==> config.mk <==
export PLATFORM = sky130hd
export DESIGN_NAME = gcd_controller
export DESIGN_NICKNAME = d
export VERILOG_FILES = /design/src/rtl/gcd_controller.sv
export SDC_FILE = /design/constraint.sdc
export NUM_CORES = 1
export LEC_CHECK = 0
export ABC_AREA = 0
export CAP_MARGIN = 20
export CORE_MARGIN = 5
export CORE_UTILIZATION = 55
export DETAILED_ROUTE_END_ITERATION = 6
export PLACE_DENSITY = 0.84
export SLEW_MARGIN = 20
export SYNTH_ARGS = -nofsm -noshare
export SYNTH_HDL_FRONTEND = slang
export SYNTH_SLANG_ARGS = --single-unit
==> constraint.sdc <==
create_clock -name clk -period 3.05 [get_ports clk]
set_clock_uncertainty 0.05 [all_clocks]
set_input_delay 0.61 -clock clk [delete_from_list [all_inputs] [get_ports clk]]
set_output_delay 0.61 -clock clk [all_outputs]
set_load 0.005 [all_outputs]
==> src/rtl/gcd_controller.sv <==
// gcd_controller: control FSM for an 8-bit subtractive-Euclid GCD datapath.
//
// The controller loads operands A and B into register-file slots 0 and 1.
// It reads both back through the datapath, compares them internally and
// subtracts the smaller from the larger. It repeats until the operands are
// equal or one of them is zero. It then routes the surviving slot to the
// datapath output for one cycle, pulsing done.
//
// Ports:
//   clk     in   1   system clock, rising edge
//   reset   in   1   asynchronous, active-high reset
//   start   in   1   begin operation (sampled only in IDLE)
//   status  in   8   datapath shifter output (combinational feedback)
//   cw      out  16  datapath control word
//                    {input_en, WE, WA[1:0], RAE, RAA[1:0], RBE, RBA[1:0],
//                     alu_sel[2:0], sh[1:0], output_en}
//   req_a   out  1   environment must present operand A on datapath din
//   req_b   out  1   environment must present operand B on datapath din
//   busy    out  1   high in every state except IDLE
//   done    out  1   one-cycle pulse; datapath dout valid in that cycle
//   err     out  1   both-zero operands or iteration overflow (registered)
module gcd_controller #(
  parameter int unsigned MAX_ITER = 255
) (
  input  logic        clk,
  input  logic        reset,
  input  logic        start,
  input  logic [7:0]  status,
  output logic [15:0] cw,
  output logic        req_a,
  output logic        req_b,
  output logic        busy,
  output logic        done,
  output logic        err
);

  localparam logic [2:0] ALU_PASS   = 3'b000;
  localparam logic [2:0] ALU_SUB    = 3'b001;
  localparam logic [1:0] SH_NONE    = 2'b00;
  localparam logic [7:0] MAX_ITER_C = 8'(MAX_ITER);

  typedef enum logic [3:0] {
    S_IDLE   = 4'd0,
    S_LOAD_A = 4'd1,
    S_LOAD_B = 4'd2,
    S_RD_A   = 4'd3,
    S_RD_B   = 4'd4,
    S_CMP    = 4'd5,
    S_SUB_AB = 4'd6,
    S_SUB_BA = 4'd7,
    S_OUT    = 4'd8
  } state_t;

  state_t     state_q, state_d;
  logic [7:0] opa_q, opa_d;
  logic [7:0] opb_q, opb_d;
  logic [7:0] iter_q, iter_d;
  logic       err_q, err_d;
  logic       sel_q, sel_d;  // register-file slot read out in OUT

  // Assemble a control word from its individual fields.
  function automatic logic [15:0] pack_cw(
    input logic       in_en,
    input logic       we,
    input logic [1:0] wa,
    input logic       rae,
    input logic [1:0] raa,
    input logic       rbe,
    input logic [1:0] rba,
    input logic [2:0] alu,
    input logic [1:0] sh,
    input logic       out_en
  );
    return {in_en, we, wa, rae, raa, rbe, rba, alu, sh, out_en};
  endfunction

  // State and datapath-shadow registers with asynchronous reset.
  always_ff @(posedge clk or posedge reset) begin
    if (reset) begin
      state_q <= S_IDLE;
      opa_q   <= 8'h00;
      opb_q   <= 8'h00;
      iter_q  <= 8'h00;
      err_q   <= 1'b0;
      sel_q   <= 1'b0;
    end else begin
      state_q <= state_d;
      opa_q   <= opa_d;
      opb_q   <= opb_d;
      iter_q  <= iter_d;
      err_q   <= err_d;
      sel_q   <= sel_d;
    end
  end

  // Next-state logic and register updates.
  always_comb begin
    state_d = state_q;
    opa_d   = opa_q;
    opb_d   = opb_q;
    iter_d  = iter_q;
    err_d   = err_q;
    sel_d   = sel_q;
    case (state_q)
      S_IDLE: begin
        if (start) begin
          state_d = S_LOAD_A;
          iter_d  = 8'h00;
          err_d   = 1'b0;
        end else begin
          state_d = S_IDLE;
        end
      end
      S_LOAD_A: state_d = S_LOAD_B;
      S_LOAD_B: state_d = S_RD_A;
      S_RD_A: begin
        opa_d   = status;
        state_d = S_RD_B;
      end
      S_RD_B: begin
        opb_d   = status;
        state_d = S_CMP;
      end
      S_CMP: begin
        // Exits are checked before the subtract decision so that a zero
        // operand never enters the subtract loop.
        if ((opa_q == 8'h00) && (opb_q == 8'h00)) begin
          err_d   = 1'b1;
          sel_d   = 1'b0;
          state_d = S_OUT;
        end else if (opb_q == 8'h00) begin
          sel_d   = 1'b0;
          state_d = S_OUT;
        end else if (opa_q == 8'h00) begin
          sel_d   = 1'b1;
          state_d = S_OUT;
        end else if (opa_q == opb_q) begin
          sel_d   = 1'b0;
          state_d = S_OUT;
        end else if (iter_q == MAX_ITER_C) begin
          err_d   = 1'b1;
          sel_d   = 1'b0;
          state_d = S_OUT;
        end else if (opa_q > opb_q) begin
          state_d = S_SUB_AB;
        end else begin
          state_d = S_SUB_BA;
        end
      end
      S_SUB_AB, S_SUB_BA: begin
        iter_d  = iter_q + 8'd1;
        state_d = S_RD_A;
      end
      S_OUT:   state_d = S_IDLE;
      default: state_d = S_IDLE;
    endcase
  end

  // Moore output decode from the registered state.
  always_comb begin
    cw    = 16'h0000;
    req_a = 1'b0;
    req_b = 1'b0;
    busy  = 1'b1;
    done  = 1'b0;
    case (state_q)
      S_IDLE: busy = 1'b0;
      S_LOAD_A: begin
        cw    = pack_cw(1'b1, 1'b1, 2'd0, 1'b0, 2'd0, 1'b0, 2'd0, ALU_PASS, SH_NONE, 1'b0);
        req_a = 1'b1;
      end
      S_LOAD_B: begin
        cw    = pack_cw(1'b1, 1'b1, 2'd1, 1'b0, 2'd0, 1'b0, 2'd0, ALU_PASS, SH_NONE, 1'b0);
        req_b = 1'b1;
      end
      S_RD_A:   cw = pack_cw(1'b0, 1'b0, 2'd0, 1'b1, 2'd0, 1'b0, 2'd0, ALU_PASS, SH_NONE, 1'b0);
      S_RD_B:   cw = pack_cw(1'b0, 1'b0, 2'd0, 1'b1, 2'd1, 1'b0, 2'd0, ALU_PASS, SH_NONE, 1'b0);
      S_CMP:    cw = 16'h0000;
      // Larger operand on port A, result written back over the larger one.
      S_SUB_AB: cw = pack_cw(1'b0, 1'b1, 2'd0, 1'b1, 2'd0, 1'b1, 2'd1, ALU_SUB, SH_NONE, 1'b0);
      S_SUB_BA: cw = pack_cw(1'b0, 1'b1, 2'd1, 1'b1, 2'd1, 1'b1, 2'd0, ALU_SUB, SH_NONE, 1'b0);
      S_OUT: begin
        cw   = pack_cw(1'b0, 1'b0, 2'd0, 1'b1, {1'b0, sel_q}, 1'b0, 2'd0, ALU_PASS, SH_NONE, 1'b1);
        done = 1'b1;
      end
      default: begin
        cw   = 16'h0000;
        busy = 1'b0;
      end
    endcase
  end

  assign err = err_q;

endmodule
==> results of run 1 <==
==> layer usage <==
metal  up-vias  global-route usage
met5         -                   0
met4         0              0.0596
met3        11              0.0612
met2        36               0.319
met1       646               0.203
li1        668                   -
==> sequential cells by signal, summed over array words and instances (netlist names) <==
signal / count
opa_q: 8
opb_q: 8
err: 1
iter_q: 8
state_q: 4
sel_q: 1
==> power by group through the flow <==
stage | registers, mW | logic (mW) | clock network [mW]
after detailed placement | 0.771 | 0.947 | 0
after floorplan | 0.678 | 0.680 | 0
after global placement | 0.748 | 0.901 | 0
final | 0.768 | 0.943 | 0.241
after global routing | 0.796 | 1.05 | 0.267
after CTS | 0.763 | 0.953 | 0.250
==> through the flow <==
step / power, mW / worst slack, ps
final: 1.95 / 369
after global routing: 2.12 / 232
after CTS: 1.97 / 394
after detailed placement: 1.72 / 769
after global placement: 1.65 / 831
after floorplan: 1.36 / 1290
==> logic make-up (layout without fill, tap and decap cells) <==
group	after synthesis	count (layout)	share of synthesized area
and+or+nand+nor	77	77	0.243
DFF	30	30	0.437
AOI/OAI and AO/OA	25	25	0.0874
buffers and inverters	24	45	0.0706
muxes	10	10	0.0641
adders and majority gates	9	9	0.0656
xor gates and xnor gates	6	6	0.0306
other	1	7	0.00218
==> cells in the mapped netlist, types with 2 or more instances <==
| master | count |
|---|---|
| sky130_fd_sc_hd__nand3_1 | 7 |
| sky130_fd_sc_hd__or4_4 | 2 |
| sky130_fd_sc_hd__nor2_1 | 16 |
| sky130_fd_sc_hd__xnor2_1 | 2 |
| sky130_fd_sc_hd__inv_1 | 11 |
| sky130_fd_sc_hd__nor2b_1 | 5 |
| sky130_fd_sc_hd__mux2_2 | 8 |
| sky130_fd_sc_hd__nor4_1 | 2 |
| sky130_fd_sc_hd__nand4_1 | 5 |
| sky130_fd_sc_hd__nand2b_1 | 5 |
| sky130_fd_sc_hd__xor2_1 | 4 |
| sky130_fd_sc_hd__mux2i_1 | 2 |
| sky130_fd_sc_hd__o21ai_0 | 13 |
| sky130_fd_sc_hd__buf_4 | 8 |
| sky130_fd_sc_hd__or2_2 | 2 |
| sky130_fd_sc_hd__a21oi_1 | 4 |
| sky130_fd_sc_hd__o32ai_1 | 2 |
| sky130_fd_sc_hd__nand2_1 | 19 |
| sky130_fd_sc_hd__and3_1 | 2 |
| sky130_fd_sc_hd__clkbuf_1 | 3 |
| sky130_fd_sc_hd__ha_1 | 9 |
| sky130_fd_sc_hd__dfrtp_1 | 30 |
| sky130_fd_sc_hd__nor3_1 | 6 |
==> final cells by class <==
type	count	area share
multi-input combinational	134	0.428
sequential	30	0.370
timing repair buffer	26	0.126
clock buffer	7	0.0271
tap	44	0.0271
inverter	11	0.0203
clock inverter	1	0.00246
==> critical path: stages, from the launching register on <==
cell	delay (ps)
sky130_fd_sc_hd__dfrtp_1	610
sky130_fd_sc_hd__nor2b_1	330
sky130_fd_sc_hd__xnor2_1	120
sky130_fd_sc_hd__nor2_1	110
sky130_fd_sc_hd__clkdlybuf4s50_1	510
==> cells in the final DEF (no fill, tap or decap), types with 2 or more instances in the layout <==
master | synthesis | final
sky130_fd_sc_hd__buf_4 | 8 | 2
sky130_fd_sc_hd__nand2b_1 | 5 | 5
sky130_fd_sc_hd__conb_1 | 1 | 7
sky130_fd_sc_hd__nand3_1 | 7 | 7
sky130_fd_sc_hd__ha_1 | 9 | 9
sky130_fd_sc_hd__mux2i_1 | 2 | 2
sky130_fd_sc_hd__inv_1 | 11 | 11
sky130_fd_sc_hd__nor2_1 | 16 | 16
sky130_fd_sc_hd__or4_4 | 2 | 2
sky130_fd_sc_hd__nor3_1 | 6 | 6
sky130_fd_sc_hd__or2_2 | 2 | 2
sky130_fd_sc_hd__clkbuf_4 | 0 | 5
sky130_fd_sc_hd__mux2_2 | 8 | 8
sky130_fd_sc_hd__o32ai_1 | 2 | 2
sky130_fd_sc_hd__nor2b_1 | 5 | 5
sky130_fd_sc_hd__dfrtp_1 | 30 | 30
sky130_fd_sc_hd__xor2_1 | 4 | 4
sky130_fd_sc_hd__nand2_1 | 19 | 19
sky130_fd_sc_hd__xnor2_1 | 2 | 2
sky130_fd_sc_hd__o21ai_0 | 13 | 13
sky130_fd_sc_hd__nor4_1 | 2 | 2
sky130_fd_sc_hd__nand4_1 | 5 | 5
sky130_fd_sc_hd__clkdlybuf4s50_1 | 0 | 24
sky130_fd_sc_hd__and3_1 | 2 | 2
sky130_fd_sc_hd__a21oi_1 | 4 | 4
==> path summary, 6_finish.rpt <==
check	slack [ps]	cells past startpoint	end	startpoint
max	370	4	cw[14]	state_q[0]
min reg2reg	470	1	iter_q[6]	iter_q[6]
max in group asynchronous	2080	3	opb_q[2]	reset
min	470	1	iter_q[6]	iter_q[6]
max reg2reg	1050	3	opa_q[6]	state_q[0]
min in group asynchronous	600	3	state_q[0]	reset
==> reports/qor.csv, run 1 <==
metric;value;unit
result of the run;complete, no violations;
area of the mapped netlist;1720;µm²
die outline width;65.9;µm
cts bufs inserted;5;
layout cell share with drive strength beyond 1;0.120;
# H-tree levels;2;
Final Cell Area;2030;µm²
worst hold slack across all endpoints;469;ps
Final min period;2680;ps
post-CTS setup repair buffer count;0;
met1 wire length;1.48;mm
cts-stage hold buffer count;0;
number of maximum-capacitance violations;0;
final weighted congestion of routability-driven global placement;0.827;
Power Dens Cells;961;nW/µm²
clock transition at the registers of the reported paths;90;ps
worst ir drop on vdd;0.462;mV
count of fill cells added during filler insertion;246;
switching power total;0.765;mW
overflow left after global routing;0;
via count of the first global-routing pass;1358;
first-iteration detailed-routing DRC count;63;
Post-synth top flop;sky130_fd_sc_hd__dfrtp_1;
number of nets in the final layout;228;
number of sinks on the clock net;30;
final routed wirelength across all metal layers;3.50;mm
final number of hold-violating endpoints;0;
Post-route DRC;0;
static leakage;0.902;nW
worst min path class;reg2reg;
CORE AREA;3030;µm²
highest metal used;met4;
total of cells resized after clock tree synthesis;0;
top cells by area, synth;sky130_fd_sc_hd__dfrtp_1, sky130_fd_sc_hd__ha_1, sky130_fd_sc_hd__mux2_2;
antenna violations before repair;0;
Layout Cells excl Fill;253;
Pre-antenna DRT Iters;4;
detailed placer's ending HPWL;2.72;mm
Post-Synthesis Cells;182;
Total Die Area;4340;µm²
number of synthesized flops with an enable pin;0;
synthesis-to-finish area growth;18.2;%
final core area utilization;0.671;
Max Clock Freq;373;MHz
Critical Path Source Type;register;
area of the multi-input gates;868;µm²
total of endpoints with negative setup slack in the final report;0;
die height;65.9;µm
category of the worst setup path capture point;primary output;
transition time of the tightest slew-check pin;753;ps
DR WL met3;191;µm
placed inst area;1970;µm²
aggregate global-route resource usage;0.181;
antenna diode instance count;0;
Syn. warnings;0;
switching fraction of total power;0.392;
via count;1361;
num ports;32;
initial standard-cell utilization of the core;0.567;
average via count per standard cell;5.38;
sum of negative setup slack;0;ps
part of the Yosys area used for sequential elements;0.437;
routed len/inst;13.8;µm
Critical Path AT;2020;ps
Flop pwr share;0.393;
internal cell power;1.19;mW
Placed Cells incl. Taps;245;
Data required, critical path;2390;ps
path type of the worst setup path;reg2out;
RSZ-0062 raised after global routing;no;
floorplan row count;20;
number of unique standard cell types used by synthesis;38;
Worst slew margin;0.495;
#FFs+latches synth;30;
share of power burned in the clock network;0.124;
final count of pins violating max slew;0;
first-pass GRT wire length;6.01;mm
Root Buffer Master;sky130_fd_sc_hd__clkbuf_4;
post-route clock period utilization;0.879;
maximum count of clock buffers along a single path;2;
number of routed nets with antenna violations;0;
CP max FO;13;
proportion of power drawn by combinational gates;0.483;
post-synth top area share;0.437;
count of input and output buffers;24;
Met2 Routed Length;1.76;mm
clock tree from TritonCTS;built;
pin count of the biggest net entering global routing;31;
later-pin clock latency in the skew report;330;ps
cell accounting for the most synthesized area;sky130_fd_sc_hd__dfrtp_1;
Synth async-reset ratio;1.00;
mean instance size in the synthesized netlist;9.44;µm²
area of all sequential standard cells;751;µm²
Note: power is estimated with default switching activity, not from simulation.
==> run 2, diff against run 1 <==
--- a/config.mk
+++ b/config.mk
@@ -7,7 +7,7 @@
 export LEC_CHECK = 0
 export ABC_AREA = 0
 export CAP_MARGIN = 20
-export CORE_MARGIN = 5
+export CORE_MARGIN = 2
 export CORE_UTILIZATION = 55
 export DETAILED_ROUTE_END_ITERATION = 6
 export PLACE_DENSITY = 0.84
==> run 2 against run 1 <==
  * Combinational power about the same
  * Critical path depth stayed put
  * First-iteration DRC count fell by 7.9%
  * Critical endpoint unchanged
  * Largest cell class unchanged
  * Highest routed layer unchanged
==> reports/qor.csv, run 2 (synthesis results as in run 1) <==
metric;value;unit;change
number of sinks on the clock net;30;;unchanged
antenna violations before repair;0;;unchanged
floorplan row count;20;;unchanged
cts-stage hold buffer count;0;;unchanged
Power Dens Cells;968;nW/µm²;+0.70%
die outline width;59.9;µm;-9.1%
num ports;32;;unchanged
Post-route DRC;0;;unchanged
peak per-stage delay on the critical path;630;ps;+20 ps
Total Die Area;3590;µm²;-17%
Top Registers;iter_q (8), opa_q (8), opb_q (8);;
static leakage;0.902;nW;unchanged
clock tree from TritonCTS;built;;
antenna diode instance count;0;;unchanged
Critical Path AT;1990;ps;-30 ps
worst hold slack across all endpoints;474;ps;+4.76 ps
CORE AREA;3000;µm²;-0.83%
most common cell after layout, fill and taps aside;sky130_fd_sc_hd__dfrtp_1;;
path type of the worst setup path;reg2out;;
category of the worst setup path capture point;primary output;;
Data required, critical path;2390;ps;about the same
detailed placer's ending HPWL;2.67;mm;-1.8%
start of the worst register-to-register path;state_q[0];;
area of all sequential standard cells;751;µm²;unchanged
total of cells resized after clock tree synthesis;0;;unchanged
delay-heaviest family, CP;flip-flops;;
final core area utilization;0.672;;+0.00101
number of nets in the final layout;228;;unchanged
count of input and output buffers;24;;unchanged
first-pass GRT wire length;5.81;mm;-3.3%
layout cell share with drive strength beyond 1;0.120;;unchanged
critical path, cell by cell;nor2b_1, xnor2_1, nor2_1, clkdlybuf4s50_1;;
result of the run;complete, no violations;;
highest-count cells in the layout ignoring fill and taps;sky130_fd_sc_hd__dfrtp_1, sky130_fd_sc_hd__clkdlybuf4s50_1, sky130_fd_sc_hd__nand2_1;;
synthesis-to-finish area growth;17.4;%;
cts bufs inserted;5;;unchanged
final number of hold-violating endpoints;0;;unchanged
total buffers and inverters traversed by the critical path;1;;unchanged
Max Clock Freq;377;MHz;+1.1%
overflow left after global routing;0;;unchanged
aggregate global-route resource usage;0.222;;+0.0409
worst ir drop on vdd;0.493;mV;+6.8%
count of fill cells added during filler insertion;240;;-2.4%
initial standard-cell utilization of the core;0.572;;+0.00473
# H-tree levels;2;;unchanged
CP max FO;13;;unchanged
total power;1.95;mW;about the same
area of the multi-input gates;868;µm²;unchanged
worst min path class;reg2reg;;
final weighted congestion of routability-driven global placement;0.852;;+3.0%
total of endpoints with negative setup slack in the final report;0;;unchanged
post-CTS setup repair buffer count;0;;unchanged
critical path startpoint;state_q[0];;
average via count per standard cell;5.56;;+3.3%
maximum count of clock buffers along a single path;2;;unchanged
final routed wirelength across all metal layers;3.46;mm;-1.0%
post-route clock period utilization;0.869;;-0.00974
clock transition at the registers of the reported paths;90;ps;about the same
launch point of the worst hold path;iter_q[6];;
routed len/inst;14.3;µm;+3.5%
number of routed nets with antenna violations;0;;unchanged
via count of the first global-routing pass;1291;;-4.9%
slowest stage cell, crit path;sky130_fd_sc_hd__dfrtp_1;;
RSZ-0062 raised after global routing;no;;
pin count of the biggest net entering global routing;31;;unchanged
die height;59.9;µm;-9.1%
Critical Path Source Type;register;;
Root Buffer Master;sky130_fd_sc_hd__clkbuf_4;;
number of maximum-capacitance violations;0;;unchanged
final count of pins violating max slew;0;;unchanged
Pre-antenna DRT Iters;4;;unchanged
later-pin clock latency in the skew report;320;ps;about the same
transition time of the tightest slew-check pin;783;ps;+29.6 ps
Final min period;2650;ps;-29.7 ps
via count;1345;;-1.2%
Worst slew margin;0.475;;-0.0198
first-iteration detailed-routing DRC count;58;;-7.9%
sum of negative setup slack;0;ps;unchanged
run 2: cell counts in the layout (fill, tap and decap cells not counted):
No cell type changed its count.
run 2: worst paths after layout:
check	slack [ps]	to	depth (start not counted)
max in group asynchronous	2070	iter_q[2]	3
setup reg to reg	1020	opa_q[1]	3
hold / removal	470	iter_q[6]	1
min in group asynchronous	610	opb_q[0]	3
setup / recovery	400	cw[14]	4
hold reg to reg	470	iter_q[6]	1
run 2: layout make-up:
cell class | instances | share of cell area
clock buffer | 7 | 0.0273
clock inverter | 1 | 0.00248
inverter | 11 | 0.0205
multi-input combinational | 134 | 0.431
sequential | 30 | 0.372
tap | 33 | 0.0205
timing repair buffer | 26 | 0.127
run 2: metal layers:
layer	track usage	wire, µm
met1	0.245	1450
met4	0.102	57
met5	0	0
met2	0.399	1840
met3	0.0519	113
run 2: worst reg2reg max path, stage by stage, from the launching register on:
cell                      delay, ps
sky130_fd_sc_hd__dfrtp_1        630
sky130_fd_sc_hd__nand2_1        190
sky130_fd_sc_hd__nor3_2         630
sky130_fd_sc_hd__mux2_2         420
run 2: stage by stage:
step / instances / setup WS, ps / area [µm²]
final: 242 / 398 / 2020
after global placement: 234 / 842 / 1960
after floorplan: 188 / 1290 / 1740
after global routing: 242 / 241 / 2020
after CTS: 242 / 378 / 2020
after detailed placement: 234 / 739 / 1960
run 2: power breakdown:
part	switching (mW)	internal, mW	total (mW)	leakage, nW
Combinational	0.440	0.504	0.944	0.491
Sequential	0.197	0.573	0.769	0.375
Clock	0.127	0.111	0.239	0.0353
Total	0.764	1.19	1.95	0.902
==> run 3, diff against run 2 <==
--- a/config.mk
+++ b/config.mk
@@ -7,7 +7,6 @@
 export LEC_CHECK = 0
 export ABC_AREA = 0
 export CAP_MARGIN = 20
-export CORE_MARGIN = 2
 export CORE_UTILIZATION = 55
 export DETAILED_ROUTE_END_ITERATION = 6
 export PLACE_DENSITY = 0.84
==> run 3 against run 2 <==
  * Critical endpoint is now cw[3]
  * Cell area shrank 0.87%
  * Wire length rose by 1.4%
  * Worst setup slack got worse by 27 ps
  * The flow now finishes with violations (DRC)
  * Largest power group unchanged
==> reports/qor.csv, run 3 (synthesis results as in run 1) <==
metric;value;unit;change
initial standard-cell utilization of the core;0.602;;+0.0301
CP max FO;12;;-1
num ports;32;;unchanged
sum of negative setup slack;0;ps;unchanged
clock transition at the registers of the reported paths;80;ps;about the same
transition time of the tightest slew-check pin;780;ps;-3.05 ps
die height;57.9;µm;-3.3%
worst ir drop on vdd;0.598;mV;+21%
Register-to-Register Setup Slack;1040;ps;+20 ps
number of maximum-capacitance violations;0;;unchanged
worst hold path stage count;1;;unchanged
final number of hold-violating endpoints;0;;unchanged
RSZ-0062 raised after global routing;no;;
length in cells of the worst reg-to-reg path;3;;unchanged
cts bufs inserted;5;;unchanged
Top Registers;iter_q (8), opa_q (8), opb_q (8);;
Placed Cells incl. Taps;232;;-0.85%
maximum count of clock buffers along a single path;2;;unchanged
count of input and output buffers;24;;unchanged
proportion of power drawn by combinational gates;0.493;;+0.010
CORE AREA;2850;µm²;-5.0%
average via count per standard cell;5.87;;+5.7%
later-pin clock latency in the skew report;330;ps;about the same
post-route clock period utilization;0.878;;+0.00876
number of sinks on the clock net;30;;unchanged
category of the worst setup path capture point;primary output;;
final core area utilization;0.701;;+0.0292
placed inst area;1950;µm²;-0.13%
antenna diode instance count;0;;unchanged
cts-stage hold buffer count;0;;unchanged
result of the run;complete, but fails checks;;
minimum setup slack in the final design;372;ps;-26.7 ps
Critical Path Source Type;register;;
final count of pins violating max slew;0;;unchanged
first-iteration detailed-routing DRC count;64;;+10%
overflow left after global routing;0;;unchanged
die outline width;57.9;µm;-3.3%
clock tree from TritonCTS;built;;
violations in the final reports;DRC;;
floorplan row count;19;;-5.0%
switching power total;0.764;mW;about the same
worst min path class;reg2reg;;
Critical Path AT;2020;ps;+30 ps
routed len/inst;14.7;µm;+2.6%
static leakage;0.892;nW;-1.1%
layout cell share with drive strength beyond 1;0.111;;-0.00904
count of fill cells added during filler insertion;228;;-5.0%
number of routed nets with antenna violations;0;;unchanged
total power;1.93;mW;-1.1%
total of cells resized after clock tree synthesis;0;;unchanged
aggregate global-route resource usage;0.249;;+0.0269
Power Dens Cells;966;nW/µm²;-0.19%
detailed placer's ending HPWL;2.66;mm;-0.43%
Total Die Area;3350;µm²;-6.6%
internal cell power;1.17;mW;-1.7%
Worst slew margin;0.477;;+0.00204
path type of the worst setup path;reg2out;;
synthesis-to-finish area growth;16.4;%;
final weighted congestion of routability-driven global placement;0.886;;+4.0%
Max Clock Freq;373;MHz;-1.0%
number of nets in the final layout;228;;unchanged
area of all sequential standard cells;751;µm²;unchanged
worst setup slack after placement;739;ps;-0.363 ps
total of endpoints with negative setup slack in the final report;0;;unchanged
Final min period;2680;ps;+26.7 ps
Data required, critical path;2390;ps;about the same
area of the multi-input gates;868;µm²;unchanged
final routed wirelength across all metal layers;3.51;mm;+1.4%
# H-tree levels;2;;unchanged
Root Buffer Master;sky130_fd_sc_hd__clkbuf_4;;
antenna violations before repair;0;;unchanged
worst hold slack across all endpoints;471;ps;-3.17 ps
post-CTS setup repair buffer count;0;;unchanged
switching fraction of total power;0.395;;+0.00389
Post-route DRC;1;;+1
Layout Cells excl Fill;239;;-1.2%
share of power burned in the clock network;0.110;;-0.012
most common cell after layout, fill and taps aside;sky130_fd_sc_hd__dfrtp_1;;
first-pass GRT wire length;6.23;mm;+7.2%
via count of the first global-routing pass;1451;;+12%
pin count of the biggest net entering global routing;31;;unchanged
via count;1404;;+4.4%
Final Cell Area;2000;µm²;-0.87%
Pre-antenna DRT Iters;6;;+2
highest-count cells in the layout ignoring fill and taps;sky130_fd_sc_hd__dfrtp_1, sky130_fd_sc_hd__clkdlybuf4s50_1, sky130_fd_sc_hd__nand2_1;;
Flop pwr share;0.397;;+0.003
==> run 3: power groups by stage <==
stage	registers (mW)	clock network, mW	logic (mW)
2_1_floorplan	0.678	0	0.680
3_3_place_gp	0.754	0	0.901
3_5_place_dp	0.767	0	0.949
4_1_cts	0.762	0.222	0.959
5_1_grt	0.796	0.236	1.06
6_report	0.766	0.213	0.952
==> run 3: final timing paths <==
path                             from        end
max                        state_q[2]      cw[3]
min                         iter_q[4]  iter_q[4]
max reg2reg                state_q[0]   opa_q[4]
min reg2reg                 iter_q[4]  iter_q[4]
max in group asynchronous       reset   opa_q[1]
min in group asynchronous       reset  iter_q[1]
==> run 3: critical path, stage by stage (launching register included) <==
cell and delay, ps:
sky130_fd_sc_hd__dfrtp_1 560, sky130_fd_sc_hd__nor2b_1 260, sky130_fd_sc_hd__nand2_1 130, sky130_fd_sc_hd__inv_1 210, sky130_fd_sc_hd__clkdlybuf4s50_1 540
==> run 3: final cells by class <==
| type | instances | share of cell area |
|---|---|---|
| multi-input combinational | 134 | 0.434 |
| tap | 31 | 0.0194 |
| sequential | 30 | 0.375 |
| timing repair buffer | 26 | 0.128 |
| inverter | 11 | 0.0207 |
| clock buffer | 7 | 0.0225 |
==> run 3: per-layer routing <==
layer / track usage / vias to the layer above / wire, µm
li1: - / 665 / -
met1: 0.265 / 686 / 1360
met2: 0.450 / 42 / 1900
met3: 0.0781 / 11 / 172
met4: 0.109 / 0 / 78
met5: 0 / - / 0
